## src/rtl/booth_digit_decoder.sv

```systemverilog
// booth_digit_decoder
// Sequential radix-4 Booth decoder/accumulator. Loads a signed multiplicand,
// then accepts one encoded Booth digit {sign, one, two} per handshake,
// least-significant digit first. Each digit becomes a partial product of
// 0, +/-A or +/-2A, which is added into the accumulator at weight 4^i.
// The 2*WIDTH signed product is presented with a valid/ready handshake.
module booth_digit_decoder #(
  parameter int WIDTH = 8
) (
  input  logic               clk,
  input  logic               rst_n,
  input  logic               start,
  input  logic [WIDTH-1:0]   mcand,
  input  logic [2:0]         digit,
  input  logic               digit_valid,
  output logic               digit_ready,
  output logic [2*WIDTH-1:0] prod,
  output logic               prod_valid,
  input  logic               prod_ready,
  output logic               busy,
  output logic               err
);

  // Number of Booth digits is fixed by the operand width.
  localparam int DIGITS = WIDTH / 2;
  localparam int CW     = (DIGITS > 1) ? $clog2(DIGITS) : 1;
  localparam int PW     = WIDTH + 2;        // partial-product width
  localparam int AW     = 2 * WIDTH;        // accumulator / product width

  typedef enum logic [1:0] {
    ST_IDLE = 2'b00,
    ST_RUN  = 2'b01,
    ST_DONE = 2'b10
  } state_t;

  state_t            state;
  state_t            state_next;
  logic [WIDTH-1:0]  a_reg;
  logic [AW-1:0]     acc;
  logic [CW-1:0]     count;
  logic              err_reg;
  logic [AW-1:0]     prod_reg;
  logic              prod_valid_reg;

  logic              accept;
  logic              last_digit;
  logic              illegal;
  logic [PW-1:0]     pp_mag;
  logic [PW-1:0]     pp;
  logic [AW-1:0]     pp_ext;
  logic [AW-1:0]     pp_shift;
  logic [AW-1:0]     acc_next;
  logic [CW:0]       shamt;

  // Handshake qualifiers derived from the current state.
  always_comb begin
    accept     = 1'b0;
    last_digit = 1'b0;
    if (state == ST_RUN) begin
      accept     = digit_valid;
      last_digit = (count == CW'(DIGITS - 1));
    end else begin
      accept     = 1'b0;
      last_digit = 1'b0;
    end
  end

  // Digit decode: magnitude 0/A/2A, then optional two's-complement negate.
  // One=two=1 is illegal and contributes nothing; a negated zero stays zero.
  always_comb begin
    illegal = digit[1] & digit[0];
    case (digit[1:0])
      2'b10:   pp_mag = {{2{a_reg[WIDTH-1]}}, a_reg};
      2'b01:   pp_mag = {a_reg[WIDTH-1], a_reg, 1'b0};
      default: pp_mag = {PW{1'b0}};
    endcase
    if (digit[2]) begin
      pp = ~pp_mag + PW'(1);
    end else begin
      pp = pp_mag;
    end
    pp_ext   = {{(AW - PW){pp[PW-1]}}, pp};
    shamt    = {count, 1'b0};
    pp_shift = pp_ext << shamt;
    acc_next = acc + pp_shift;
  end

  // State register.
  always_ff @(posedge clk or negedge rst_n) begin
    if (!rst_n) begin
      state <= ST_IDLE;
    end else begin
      state <= state_next;
    end
  end

  // Next-state logic; start outside IDLE is ignored.
  always_comb begin
    state_next = state;
    case (state)
      ST_IDLE: begin
        if (start) begin
          state_next = ST_RUN;
        end else begin
          state_next = ST_IDLE;
        end
      end
      ST_RUN: begin
        if (accept && last_digit) begin
          state_next = ST_DONE;
        end else begin
          state_next = ST_RUN;
        end
      end
      ST_DONE: begin
        if (prod_ready) begin
          state_next = ST_IDLE;
        end else begin
          state_next = ST_DONE;
        end
      end
      default: state_next = ST_IDLE;
    endcase
  end

  // State-decoded outputs: digit_ready is live only in RUN.
  always_comb begin
    digit_ready = 1'b0;
    busy        = 1'b0;
    case (state)
      ST_RUN: begin
        digit_ready = 1'b1;
        busy        = 1'b1;
      end
      ST_DONE: begin
        digit_ready = 1'b0;
        busy        = 1'b1;
      end
      default: begin
        digit_ready = 1'b0;
        busy        = 1'b0;
      end
    endcase
  end

  // Datapath: operand load, digit accumulation, sticky error and the
  // registered product, which is loaded with the final sum as DONE is entered.
  always_ff @(posedge clk or negedge rst_n) begin
    if (!rst_n) begin
      a_reg          <= {WIDTH{1'b0}};
      acc            <= {AW{1'b0}};
      count          <= {CW{1'b0}};
      err_reg        <= 1'b0;
      prod_reg       <= {AW{1'b0}};
      prod_valid_reg <= 1'b0;
    end else begin
      case (state)
        ST_IDLE: begin
          prod_reg       <= {AW{1'b0}};
          prod_valid_reg <= 1'b0;
          if (start) begin
            a_reg   <= mcand;
            acc     <= {AW{1'b0}};
            count   <= {CW{1'b0}};
            err_reg <= 1'b0;
          end
        end
        ST_RUN: begin
          if (accept) begin
            acc   <= acc_next;
            count <= count + CW'(1);
            if (illegal) begin
              err_reg <= 1'b1;
            end
            if (last_digit) begin
              prod_reg       <= acc_next;
              prod_valid_reg <= 1'b1;
            end
          end
        end
        ST_DONE: begin
          if (prod_ready) begin
            prod_reg       <= {AW{1'b0}};
            prod_valid_reg <= 1'b0;
          end
        end
        default: begin
          prod_reg       <= {AW{1'b0}};
          prod_valid_reg <= 1'b0;
        end
      endcase
    end
  end

  assign prod       = prod_reg;
  assign prod_valid = prod_valid_reg;
  assign err        = err_reg;

endmodule

```

## config.mk

```make
export PLATFORM = sky130hd
export DESIGN_NAME = booth_digit_decoder
export DESIGN_NICKNAME = d
export VERILOG_FILES = /design/src/rtl/booth_digit_decoder.sv
export SDC_FILE = /design/constraint.sdc
export NUM_CORES = 1
export LEC_CHECK = 0
export CORE_MARGIN = 2
export CORE_UTILIZATION = 62
export CTS_CLUSTER_DIAMETER = 150
export DETAILED_ROUTE_END_ITERATION = 6
export HOLD_SLACK_MARGIN = 0.1
export PLACE_DENSITY = 0.84
export SYNTH_ARGS = -nofsm -noshare
export SYNTH_HDL_FRONTEND = slang
export SYNTH_SLANG_ARGS = --single-unit
```

## constraint.sdc

```tcl
create_clock -name clk -period 7.2 [get_ports clk]
set_input_delay 2.16 -clock clk [delete_from_list [all_inputs] [get_ports clk]]
set_output_delay 2.16 -clock clk [all_outputs]
set_load 0.01 [all_outputs]
```

Yosys cells after proc, flatten, opt, wreduce, memory -nomap -nowiden
Cells that the tools add are included.

word-level totals
  bits in registers = 46
  latch bits = 0
  memory bits (writable) = 0
  ROM bits = 0
  input bits = 16
  output and inout port bits = 20
  logic and storage cells = 59
  memories kept = 0

operators by class
  add/sub/neg operators = 3
  multiply operators = 0
  divide/modulo/power cells = 0
  order comparisons = 0
  equal/unequal tests = 10
  shift operators = 1
  mux-type cells = 28
  bitwise logic cells = 2
  reductions and logical operators = 8

operators with widths
  kind                     number
  $mux W16                 5
  $pmux W16 S2             2
  $pmux W10 S2             1
  $add A16 B16 Y16         1
  $shl A16 B3 Y16          1
  $mux W1                  11
  $add A10 B1 Y10 const B  1
  $mux W10                 1
  $ne A2 B2 Y1 const B     5
  $not A10 Y10             1
  $mux W2                  4
  $eq A2 B2 Y1 const B     3
  $pmux W2 S3              1
  $reduce_and A3 Y1        2
  $eq A2 B1 Y1 const B     2
  $pmux W1 S2              2
  $pmux W2 S2              1
  $reduce_and A4 Y1        1
  $add A2 B1 Y2 const B    1
  $logic_not A2 Y1         1
  $reduce_and A2 Y1        1
  $reduce_bool A2 Y1       1
  $reduce_or A2 Y1         1
  $and A1 B1 Y1            1
  $logic_and A1 B1 Y1      1

Logic depth before layout (Yosys ltp)
  depth after elaboration = 10
  depth in mapped cells = 21
  mapped depth without buffers = 19

Worst setup path after synthesis
Ideal clock, no wire load.

  path type = in2reg
  from = input port digit[0]
  to = register acc[15]
  library setup time = 0.121 ns
  arrival = 5.638 ns
  data required time = 7.079 ns
  slack = 1.441 ns
  stages = 20
  path buffers = 1
  path through = inv_1 -> ha_1 -> buf_6 -> a22o_2 -> nand2_1 -> ha_1 -> o21ai_4 -> o41ai_2 -> nor2_1 -> a311oi_1 -> o22ai_1 -> a21oi_1 -> ha_1 -> and3_1 -> a221o_1 -> a21oi_1 -> o21ai_0 -> xor2_2 -> o21ai_1 -> a22o_1

on the way
  word-level cells in the longest chain between the ends = 9
  elaborated cells between the ends (all ways) = 10
  classes of those cells = 2 x add/sub; 2 x eq/ne; 1 x shift; 4 x mux; 1 x bitwise

RTL lines
  element                                              RTL line  source
  start, declared                                      14        input logic [2:0] digit,
  $eq A2 B1 Y1 / $eq A2 B2 Y1 (equally long branches)  72        case (digit[1:0])
  $pmux W10 S2 *                                       72
  $not A10 Y10                                         78        pp = ~pp_mag + PW'(1);
  $add A10 B1 Y10                                      78
  $mux W10 *                                           77        if (digit[2]) begin
  $shl A16 B3 Y16 *                                    84        pp_shift = pp_ext << shamt;
  $add A16 B16 Y16 *                                   85        acc_next = acc + pp_shift;
  $mux W16 *                                           169       if (accept) begin
  $pmux W16 S2 *                                       157       case (state)
  end signal, assigned                                 151       acc <= {AW{1'b0}};
  end signal, assigned                                 163       acc <= {AW{1'b0}};
  end signal, assigned                                 170       acc <= acc_next;
  end, declared                                        39        logic [AW-1:0] acc;

Every way passes the cells marked *; elsewhere a longest branch is shown, timed or not. The select of a mux whose other input is x is not followed.
A chain may end at the register's enable or synchronous reset.

Worst setup path in the final report
Same ends and word-level chain as after synthesis.

==> flow_summary.yaml <==
critical_path:
  cp.required_ps: 7400
  cp_data_arrival_time_ps: 6540
  r2r_slack_ps: 3170
  critPathSlowestCell: "clkdlybuf4s50_1"
  crit_type: "primary input to register"
  worstSetupEndpointType: "register"
  crit_top_cell: "ha_1"
  cpPeakStageDelay_ps: 510
  path_max_fanout: 11
  path_cells: "clkdlybuf4s50_1 > inv_1 > ha_1 > a22o_2 > nand2_1 > ha_1 > o21ai_4 > o41ai_2 > xnor2_1 > nand2_1 > o211ai_1 > o21ai_0 > ha_1 > a21o_1 > a221o_1 > a21oi_1 > o21ai_0 > xor2_2 > o21ai_1 > a22o_1"
  start_kind: "primary input"
clock_network:
  ctsHtreeMaxLevel: 2
  post_cts_buffers: 0
  cts_buffer_depth: 2
  cts.sinks: 46
  holdBufCountCts: 0
  cts-resized-gates: 0
  cts_tree: "built"
  clk-insertion-delay-late_ps: 310
  cts_root_buf: "clkbuf_8"
  clk_pin_slew_worst_paths_ps: 90
  cts_buffers: 5
logic_synthesis:
  synthFlopType: "dfrtp_1"
  synth_area_mm2: 0.00337
  synth-edff-count: 0
  syn_avg_cell_area_um2: 9.02
  synth.net_count: 417
  ys_types: 60
  synth_warnings: 0
  ys_seq_area_share_pct: 34.1
  async_flop_share_pct: 100
  ys_seq_elements: 46
  synth_cells: 374
sta:
  setup_tns_ps: 0
  worst_pin_slew_ps: 996
  fin_skew_ps: 6.90
  fmaxAchievable_ghz: 0.158
  rsz0062_at_grt: "no"
  slew_headroom_pct: 33.6
  hold_violations: 0
  final.period_utilization_pct: 88.0
  slew_viol_final: 0
  fin_crit_ps: 6340
  setup_viol: 0
finish:
  nets: 442
  nFillCells: 377
  n_antenna_cell: 0
  multiInputGateArea_mm2: 0.00206
  drive_gt1_share_pct: 9.25
  final_cell_area_mm2: 0.00379
  seqCellArea_mm2: 0.00115
  area_growth_pct: 12.3
drt:
  drt-vias-per-instance: 6.09
  wl_per_cell_um: 15.4
  firstDrtPassIters: 4
  via_count: 2862
  wl_um: 7230
  drt_iter0_markers: 153
  drc: 0
  ant_nets: 0
floorplan:
  die_w_um: 77.7
  initial_core_util_pct: 65.2
  fp.dieH_um: 77.7
  die_area_mm2: 0.00604
  core_mm2: 0.00517
  io_pins: 36
  placementRows: 26
place:
  portBuffers: 35
  place_congestion: 0.919
  hpwl_um: 5550
  placed_area_mm2: 0.00369
pwr:
  powerDensity_mw_per_mm2: 438
  leakage_uw: 0.00170
  ir_drop_mv: 0.314
run:
  drv_cap: 0
global_routing:
  grt_use_total_pct: 25.5
  grt_remaining_overflow: 0
  grt_pass1_vias: 2824
  grt_max_degree: 47
  grt_pass1_wl_um: 12500
  antenna_found_initial: 0
worst_hold_path:
  hold_path_class: "register to register"
status:
  status: "finished clean"
-- synthesized netlist by cell type (4+ instances only) --
| library cell | instances | share of area [%] |
|---|---|---|
| o31ai_1 | 5 | 1.1 |
| a21oi_1 | 22 | 3.3 |
| nand3_1 | 9 | 1.3 |
| buf_6 | 5 | 1.7 |
| mux2_2 | 9 | 3.0 |
| mux2i_1 | 4 | 1.2 |
| dfrtp_1 | 46 | 34 |
| a22o_1 | 11 | 2.9 |
| clkbuf_1 | 8 | 0.89 |
| o21ai_1 | 7 | 1.0 |
| nor3_1 | 6 | 0.89 |
| nor2b_1 | 4 | 0.74 |
| xnor2_1 | 10 | 2.6 |
| inv_1 | 8 | 0.89 |
| nand2_1 | 55 | 6.1 |
| a21o_1 | 8 | 1.8 |
| xor2_1 | 7 | 1.8 |
| nor2_1 | 25 | 2.8 |
| ha_1 | 26 | 9.6 |
| a211oi_1 | 4 | 0.89 |
| o21ai_0 | 35 | 5.2 |
-- kinds of logic after synthesis --
kind of cell / Yosys count / share of synthesized area (%)
xor gates and xnor gates: 18 / 4.90
DFF: 46 / 34.1
buffers and inverters: 28 / 4.71
muxes: 13 / 4.19
AOI/OAI and AO/OA: 128 / 26.6
and+or+nand+nor: 114 / 15.2
adders and majority gates: 27 / 10.2
-- path summary, 6_finish.rpt --
path                            startpoint        to  depth (start not counted)
min in group asynchronous            rst_n  prod[13]                          1
worst min-delay path              prod[14]  prod[14]                          2
worst min register to register    prod[14]  prod[14]                          2
worst max-delay path              digit[0]   acc[15]                         20
worst max register to register    a_reg[1]   acc[15]                         17
max in group asynchronous            rst_n  count[0]                          1
-- power by group --
group,internal [uW],leakage [uW],switching (uW)
combinational,440,0.00106,572
sequential,368,0.000590,104
clock,79.5,0.0000489,94.1
total,888,0.00170,770
-- metrics by stage --
stage | worst slack (ps) | total power [uW] | hold slack, ps | cells | util, %
2_1_floorplan | 1440 | 1220 | 452 | 374 | -
3_3_place_gp | 652 | 1450 | 461 | 462 | 71.4
3_5_place_dp | 553 | 1480 | 472 | 462 | 71.4
4_1_cts | 846 | 1660 | 492 | 470 | 73.2
5_1_grt | 565 | 1800 | 527 | 470 | 73.2
6_report | 861 | 1660 | 487 | 470 | 73.2
-- final cells by class --
cell class / instances / share of cell area, %
clock buffers: 7 / 2.28
clock inverters: 1 / 0.231
repair buffers: 36 / 9.32
inverters: 10 / 0.991
flip-flops and latches: 46 / 30.4
multi-input cells: 300 / 54.5
well taps: 70 / 2.31
-- critical path: cells and delay by family --
kind,cells,cell delay (ps)
adder cells (fa/ha/maj),3,940
AO/OA/AOI/OAI,11,2280
AND/OR/NAND/NOR,2,160
XOR/XNOR,2,430
buffers and inverters,2,560
-- cell usage in the layout (no fill, tap or decap), drive strengths merged, types with 2 or more instances in the layout --
master,instances
nor2,26
xor2,8
o211ai,4
xnor2,10
o22ai,3
o31ai,6
dfrtp,46
a21oi,24
nand2b,3
nor2b,4
a21o,8
a22o,13
a31oi,4
or2,3
nand2,55
mux2,9
o311ai,2
nor3,6
inv,10
a22oi,5
nand3,9
o2111ai,3
mux2i,4
buf,2
o21ai,44
ha,26
clkdlybuf4s50,34
clkbuf,7
nand4,2
a221oi,2
a211oi,4
nor4,2
-- layer usage --
metal	vias up	global-route usage, %	share of wire [%]
li1	1413	-	-
met4	0	9.46	2.2
met3	17	3.60	4.5
met1	1348	31.6	44
met5	-	0	0
met2	84	44.8	50
Power figures use the tool's default switching activity.
